$ cat src/rtl/nfc_acg_command_executor.sv
// nfc_acg_command_executor
// Consumer end of the ACG command bus. Takes one atomic command (opcode, way,
// CA bytes, word count), streams the CA bytes to the primitive layer, then
// passes write data down or read data up with valid/ready on both sides.
//
// Build option: NFC_ACG_LAST_CHECK_EN
//   defined   - during the write phase, a beat whose iACG_WriteLast disagrees
//               with the locally generated last flag sets the sticky error.
//               The transfer still runs to the latched word count.
//   undefined - iACG_WriteLast is ignored; only an illegal opcode sets error.
//
// state | meaning
// IDLE  | waiting for a command, oACG_Ready high
// CA    | sending latched CA bytes, one per iPM_CAReady handshake
// WDAT  | write data pass-through, counting beats up to NumOfData
// RDAT  | read data pass-through, counting beats up to NumOfData
// DONE  | one-cycle completion pulse, then back to IDLE

module nfc_acg_command_executor #(
   parameter int NumberOfWays = 4
) (
   input  logic                    iSystemClock,
   input  logic                    iReset,
   input  logic [7:0]              iACG_Command,
   input  logic [2:0]              iACG_CommandOption,
   input  logic [NumberOfWays-1:0] iACG_TargetWay,
   input  logic [15:0]             iACG_NumOfData,
   input  logic                    iACG_CASelect,
   input  logic [39:0]             iACG_CAData,
   input  logic [15:0]             iACG_WriteData,
   input  logic                    iACG_WriteLast,
   input  logic                    iACG_WriteValid,
   output logic                    oACG_WriteReady,
   output logic [15:0]             oACG_ReadData,
   output logic                    oACG_ReadLast,
   output logic                    oACG_ReadValid,
   input  logic                    iACG_ReadReady,
   output logic                    oACG_Ready,
   output logic                    oACG_Done,
   output logic                    oACG_Error,
   output logic [NumberOfWays-1:0] oPM_TargetWay,
   output logic                    oPM_CAValid,
   output logic [7:0]              oPM_CAData,
   output logic                    oPM_CAIsCmd,
   input  logic                    iPM_CAReady,
   output logic [15:0]             oPM_WriteData,
   output logic                    oPM_WriteLast,
   output logic                    oPM_WriteValid,
   input  logic                    iPM_WriteReady,
   input  logic [15:0]             iPM_ReadData,
   input  logic                    iPM_ReadValid,
   output logic                    oPM_ReadReady
);

   typedef enum logic [2:0] {
      S_IDLE = 3'd0,
      S_CA   = 3'd1,
      S_WDAT = 3'd2,
      S_RDAT = 3'd3,
      S_DONE = 3'd4
   } state_t;

   state_t                  r_state;
   state_t                  w_next_state;

   logic [1:0]              r_op;
   logic [2:0]              r_ca_num;
   logic [NumberOfWays-1:0] r_way;
   logic [15:0]             r_num;
   logic                    r_ca_sel;
   logic [39:0]             r_ca_data;
   logic [2:0]              r_ca_idx;
   logic [15:0]             r_count;
   logic                    r_error;

   logic                    w_accept;
   logic                    w_legal;
   logic [2:0]              w_opt_clamped;
   logic                    w_ca_beat;
   logic                    w_ca_last;
   logic                    w_data_last;
   logic                    w_wr_beat;
   logic                    w_rd_beat;
   logic [7:0]              w_ca_byte;

   // Data phase that follows the CA bytes (or the accept, when there are none).
   function automatic state_t data_phase(input logic [1:0] op, input logic [15:0] num);
      if (num == 16'd0)    return S_DONE;
      else if (op == 2'd2) return S_WDAT;
      else if (op == 2'd3) return S_RDAT;
      else                 return S_DONE;
   endfunction

   assign w_accept      = (r_state == S_IDLE) && (iACG_Command != 8'h00);
   assign w_legal       = (iACG_Command == 8'h01) || (iACG_Command == 8'h02) ||
                          (iACG_Command == 8'h03);
   assign w_opt_clamped = (iACG_CommandOption > 3'd5) ? 3'd5 : iACG_CommandOption;
   assign w_ca_beat     = (r_state == S_CA) && iPM_CAReady;
   assign w_ca_last     = (r_ca_idx == (r_ca_num - 3'd1));
   assign w_data_last   = (r_count == (r_num - 16'd1));
   assign w_wr_beat     = (r_state == S_WDAT) && iACG_WriteValid && iPM_WriteReady;
   assign w_rd_beat     = (r_state == S_RDAT) && iPM_ReadValid && iACG_ReadReady;

   // Select the CA byte currently being offered, LSB byte first.
   always_comb begin
      w_ca_byte = 8'h00;
      case (r_ca_idx)
         3'd0:    w_ca_byte = r_ca_data[7:0];
         3'd1:    w_ca_byte = r_ca_data[15:8];
         3'd2:    w_ca_byte = r_ca_data[23:16];
         3'd3:    w_ca_byte = r_ca_data[31:24];
         3'd4:    w_ca_byte = r_ca_data[39:32];
         default: w_ca_byte = 8'h00;
      endcase
   end

   // State register.
   always_ff @(posedge iSystemClock or posedge iReset) begin
      if (iReset) r_state <= S_IDLE;
      else        r_state <= w_next_state;
   end

   // Next-state logic.
   always_comb begin
      w_next_state = r_state;
      case (r_state)
         S_IDLE: begin
            if (w_accept) begin
               if (!w_legal)                   w_next_state = S_DONE;
               else if (w_opt_clamped != 3'd0) w_next_state = S_CA;
               else w_next_state = data_phase(iACG_Command[1:0], iACG_NumOfData);
            end
         end
         S_CA:    if (w_ca_beat && w_ca_last)   w_next_state = data_phase(r_op, r_num);
         S_WDAT:  if (w_wr_beat && w_data_last) w_next_state = S_DONE;
         S_RDAT:  if (w_rd_beat && w_data_last) w_next_state = S_DONE;
         S_DONE:  w_next_state = S_IDLE;
         default: w_next_state = S_IDLE;
      endcase
   end

   // Outputs; handshakes are zero outside their own state and valid never looks at ready.
   always_comb begin
      oACG_Ready      = (r_state == S_IDLE);
      oACG_Done       = (r_state == S_DONE);
      oACG_Error      = r_error;
      oPM_TargetWay   = (r_state == S_IDLE) ? '0 : r_way;
      oPM_CAValid     = 1'b0;
      oPM_CAData      = 8'h00;
      oPM_CAIsCmd     = 1'b0;
      oPM_WriteData   = 16'h0000;
      oPM_WriteLast   = 1'b0;
      oPM_WriteValid  = 1'b0;
      oACG_WriteReady = 1'b0;
      oACG_ReadData   = 16'h0000;
      oACG_ReadLast   = 1'b0;
      oACG_ReadValid  = 1'b0;
      oPM_ReadReady   = 1'b0;
      case (r_state)
         S_CA: begin
            oPM_CAValid = 1'b1;
            oPM_CAData  = w_ca_byte;
            oPM_CAIsCmd = r_ca_sel && (r_ca_idx == 3'd0);
         end
         S_WDAT: begin
            oPM_WriteValid  = iACG_WriteValid;
            oPM_WriteData   = iACG_WriteData;
            oPM_WriteLast   = w_data_last;
            oACG_WriteReady = iPM_WriteReady;
         end
         S_RDAT: begin
            oACG_ReadValid = iPM_ReadValid;
            oACG_ReadData  = iPM_ReadData;
            oACG_ReadLast  = w_data_last;
            oPM_ReadReady  = iACG_ReadReady;
         end
         default: ;
      endcase
   end

   // Command latch, CA byte index, beat counter and sticky error.
   always_ff @(posedge iSystemClock or posedge iReset) begin
      if (iReset) begin
         r_op      <= 2'd0;
         r_ca_num  <= 3'd0;
         r_way     <= '0;
         r_num     <= 16'd0;
         r_ca_sel  <= 1'b0;
         r_ca_data <= 40'd0;
         r_ca_idx  <= 3'd0;
         r_count   <= 16'd0;
         r_error   <= 1'b0;
      end else if (w_accept) begin
         // An illegal opcode latches a null command so no way is presented to the PHY.
         r_op      <= w_legal ? iACG_Command[1:0] : 2'd0;
         r_ca_num  <= w_legal ? w_opt_clamped : 3'd0;
         r_way     <= w_legal ? iACG_TargetWay : '0;
         r_num     <= iACG_NumOfData;
         r_ca_sel  <= iACG_CASelect;
         r_ca_data <= iACG_CAData;
         r_ca_idx  <= 3'd0;
         r_count   <= 16'd0;
         r_error   <= !w_legal;
      end else begin
         if (w_ca_beat) r_ca_idx <= r_ca_idx + 3'd1;
         if (w_wr_beat || w_rd_beat) r_count <= r_count + 16'd1;
`ifdef NFC_ACG_LAST_CHECK_EN
         if (w_wr_beat && (iACG_WriteLast != w_data_last)) r_error <= 1'b1;
`endif
      end
   end

`ifndef NFC_ACG_LAST_CHECK_EN
   // Upstream last flag has no consumer when the check is compiled out.
   logic w_unused_write_last;
   assign w_unused_write_last = iACG_WriteLast;
`endif

endmodule
$ cat config.mk
export PLATFORM = sky130hd
export DESIGN_NAME = nfc_acg_command_executor
export DESIGN_NICKNAME = d
export VERILOG_FILES = /design/src/rtl/nfc_acg_command_executor.sv
export SDC_FILE = /design/constraint.sdc
export NUM_CORES = 1
export LEC_CHECK = 0
export ABC_CLOCK_PERIOD_IN_PS = 3960
export BUFFER_PORTS_ARGS = -buffer_cell sky130_fd_sc_hd__buf_4
export CORE_MARGIN = 2
export CORE_UTILIZATION = 25
export CTS_BUF_LIST = sky130_fd_sc_hd__clkbuf_2
export DETAILED_ROUTE_END_ITERATION = 10
export GPL_TIMING_DRIVEN = 1
export PLACE_DENSITY = 0.54
export SLEW_MARGIN = 20
export SYNTH_ARGS = -nofsm -noshare
export SYNTH_HDL_FRONTEND = slang
export SYNTH_SLANG_ARGS = --single-unit
$ cat constraint.sdc
create_clock -name iSystemClock -period 3.96 [get_ports iSystemClock]
set_input_delay 0.396 -clock iSystemClock [delete_from_list [all_inputs] [get_ports iSystemClock]]
set_output_delay 0.396 -clock iSystemClock [all_outputs]
set_load 0.03 [all_outputs]
==> summary.txt <==
STA
  • Final setup fails: 0
  • Fin Setup TNS: 0 ps
  • Tcrit/Tclk final: 0.933
  • Clock Skew: 37.7 ps
  • Slew @ Worst Pin: approximately 740 ps
  • Post-layout min period: ~3700 ps
  • Fin. max-slew vios: 0
  • Max-slew headroom: 0.505
  • Fin. Hold Viols: 0
  • FMAX: approximately 270 MHz
  • RSZ-0062 raised after global routing: false

Clock network
  • Clock transition at path regs: ~250 ps
  • CTS buffer count: 9
  • CTS H-Tree Depth: 3
  • Root buf cell: clkbuf_2
  • Clk sink count: 89
  • Clk_lat worst skew: roughly 600 ps
  • CTS tree: built
  • Maximum clock insertion buffer count: 2

Run status
  • Status: completed

Power and ir drop
  • Switching Fraction: 0.410
  • Power Dens Cells: 456 nW/um2
  • Internal Pwr Total: approximately 0.002 W
  • Leakage: approximately 3.6 nW
  • Clock Power Share: 0.162
  • Reg power frac: 0.445
  • Comb power frac: 0.393
  • Psw: approximately 0.0014 W
  • Worst IR Drop VDD: between 0.15 and 0.2 mV

Worst hold path
  • WHS Endpoint: r_ca_num[1]
  • Hold path start: iACG_CommandOption[1]
  • Hold WC Path Type: in2reg
  • Hold path cells: 3

Synthesis
  • Post-synth top area share: 0.445
  • Synth Cell Area: between 5000 and 6000 um2
  • Ys async rst share: 1.00
  • Syn Nets: a little over 700
  • Synth Warn #: 0
  • Synth area leader: dfrtp_1
  • Post-synth EDFFs: 0
  • Post-synthesis sequential area ratio: 0.445
  • Mean post-synth cell area: approximately 8.5 um2
  • Cells after synthesis: between 500 and 600
  • Top cells by area, synth: dfrtp_1 45%, nand2_1 14%, xnor2_1 4.9%
  • Yosys reg bits: ~90
  • Post-synth cell types: 54
  • Prevailing post-synth register cell: dfrtp_1

Die
  • Die height: 145 um
  • Boundary pin count: 167
  • Starting Density: 0.256
  • Row cnt: 51
  • Floorplan core area: ~20000 um2
  • Die area: between 20000 and 25000 um2
  • Die W: approximately 150 um

Global routing
  • Largest net degree at the start of global routing: 52
  • Total GRT Usage: 0.146
  • Initial antenna violation count: 0
  • Global-route wire length before repair: roughly 25 mm
  • Global route total overflow: 0
  • Number of global-route vias before repair: between 4000 and 5000

Setup path
  • Worst r2r src: r_state[2]
  • WS Path Type: reg2out
  • Crit. End Element: output pin
  • FF-to-FF End: r_count[15]
  • CP Launch Type: flop
  • Worst R2R Setup Slack: about 1100 ps
  • CP Max Fanout: 7
  • R2R cell count: 7
  • Crit path required time: between 3000 and 4000 ps
  • Worst EP arrival: approximately 3300 ps

Run
  • Max-Cap Viols: 0

Final layout
  • # diodes: 0
  • Non-filler instance count after layout: approximately 1100
  • Fillcell total: just over 2000
  • Sequential standard cell area: around 2200 um2
  • Area Growth Syn to Fin: 46.8%
  • Nets: about 930
  • Layout cells sized above 1: 0.262
  • Footprint of the multi-input gates: 2640 um2

Drt
  • Drt wl/cell: around 14 um
  • Post-route antenna net violation count: 0
  • Mean number of vias per cell: 4.48
  • Routed wl met2: 7.22 mm
  • Vias: ~5000
  • DR top layer: met4
  • Drt first-iter violations: about 190
  • Wl on met1: slightly above 7 mm
  • DRT Pass-1 Iters: 4
  • Met3 WL: ~890 um
  • DRC viols: 0
  • DRT Wirelength: ~15 mm

Placement
  • GP Congestion: 0.825
  • Post-DP HPWL: 11.2 mm
  • Port Buffer Count: around 170
  • Placed Cells incl. Taps: approximately 1000
[worst max-delay path, stage by stage (launching register included)]
cell	delay, ps
dfrtp_2	510
or4_2	710
nor2_2	140
xnor2_1	120
nand4_1	130
or4_4	440
or2_2	340
nor3_2	110
buf_4	180
[synth_stat cells, drive strengths merged (4+ instances only)]
cell / count
or4: 4
dfrtp: 89
nand2: 187
nand3b: 4
nand4: 9
o21ai: 9
xor2: 12
clkbuf: 25
a21oi: 15
nor4: 7
a31oi: 7
or3: 5
a222oi: 4
and3: 39
nor3: 11
inv: 12
xnor2: 28
a22o: 11
nor2b: 10
a22oi: 9
nand3: 7
ha: 8
or2: 4
nor2: 41
[per-stage QoR]
| stage | utilization | setup WS (ps) | total power (W) | instance area [um2] | hold slack [ps] |
|---|---|---|---|---|---|
| 2_1_floorplan | - | 702 | 0.00234 | 5000 | 437 |
| 4_1_cts | 0.374 | 45.9 | 0.00337 | 7310 | 3.96 |
| 3_3_place_gp | 0.335 | 846 | 0.00276 | 6540 | 450 |
| 3_5_place_dp | 0.335 | 788 | 0.00278 | 6540 | 442 |
| 5_1_grt | 0.376 | 42.4 | 0.00362 | 7340 | 10.5 |
| 6_report | 0.376 | 267 | 0.00335 | 7340 | 60.1 |
[cell families after synthesis]
family,share of synthesized area
AOI/OAI and AO/OA,0.0953
xor gates and xnor gates,0.0701
adders and majority gates,0.0200
buffers and inverters,0.0333
DFF,0.445
muxes,0.00826
and+or+nand+nor,0.328
[sequential cells by signal, summed over array words and instances, names as in the netlist]
signal,cells
oACG_Error,1
r_state,3
r_num,16
r_ca_idx,3
r_ca_num,3
r_way,4
r_count,16
r_ca_data,40
r_op,2
r_ca_sel,1
[how the worst max path moves through the flow]
stage                         from       endpoint  cells after the start
after floorplan           r_num[3]  oACG_ReadLast                      7
after global routing      r_num[3]  oACG_ReadLast                      8
after global placement    r_num[0]  oACG_ReadLast                     10
final                     r_num[3]  oACG_ReadLast                      8
after CTS                 r_num[0]  oACG_ReadLast                     10
after detailed placement  r_num[0]  oACG_ReadLast                     10
[timing repair]
action,CTS,global route
hold buffers,63,1
endpoints found under the setup margin,0,2
endpoints found under the hold margin,88,1
setup buffers,0,1
gates resized for setup,0,5
[power groups by stage]
| stage | logic (W) | clock network (W) | registers, W |
|---|---|---|---|
| floorplan | 0.000926 | 0 | 0.00141 |
| global placement | 0.00126 | 0 | 0.00150 |
| detailed placement | 0.00126 | 0 | 0.00151 |
| CTS | 0.00132 | 0.000560 | 0.00149 |
| global route | 0.00149 | 0.000591 | 0.00154 |
| finish | 0.00132 | 0.000541 | 0.00149 |
[layout by cell type (no fill, tap or decap), drive strengths merged, types with 3 or more instances in the layout]
cell / Yosys / routed
nand4: 9 / 9
nor2b: 10 / 10
or2: 4 / 4
nor4: 7 / 7
buf: 3 / 176
and2: 3 / 3
clkinv: 0 / 3
nor3: 11 / 11
a222oi: 4 / 4
ha: 8 / 8
a22o: 11 / 11
a22oi: 9 / 9
xnor2: 28 / 28
nand2: 187 / 187
xor2: 12 / 12
nand3: 7 / 7
and3: 39 / 39
dfrtp: 89 / 89
or3: 5 / 5
a21oi: 15 / 15
nand3b: 4 / 4
dlygate4sd3: 0 / 64
mux2i: 3 / 3
or4: 4 / 4
inv: 12 / 11
o21ai: 9 / 9
a31oi: 7 / 7
nor2: 41 / 41
clkbuf: 25 / 10
[cell type report]
cell class,count,share of cell area
flip-flops and latches,89,0.304
repair buffers,240,0.267
well taps,265,0.0452
clock buffers,10,0.00682
clock inverters,5,0.0111
multi-input cells,462,0.360
inverters,12,0.00631
[layer usage]
metal / vias to the layer above / global-route usage
met1: 2236 / 0.183
met4: 0 / 0.0495
met3: 20 / 0.0370
met2: 148 / 0.245
li1: 2453 / -
met5: - / 0
Power figures use the tool's default switching activity.
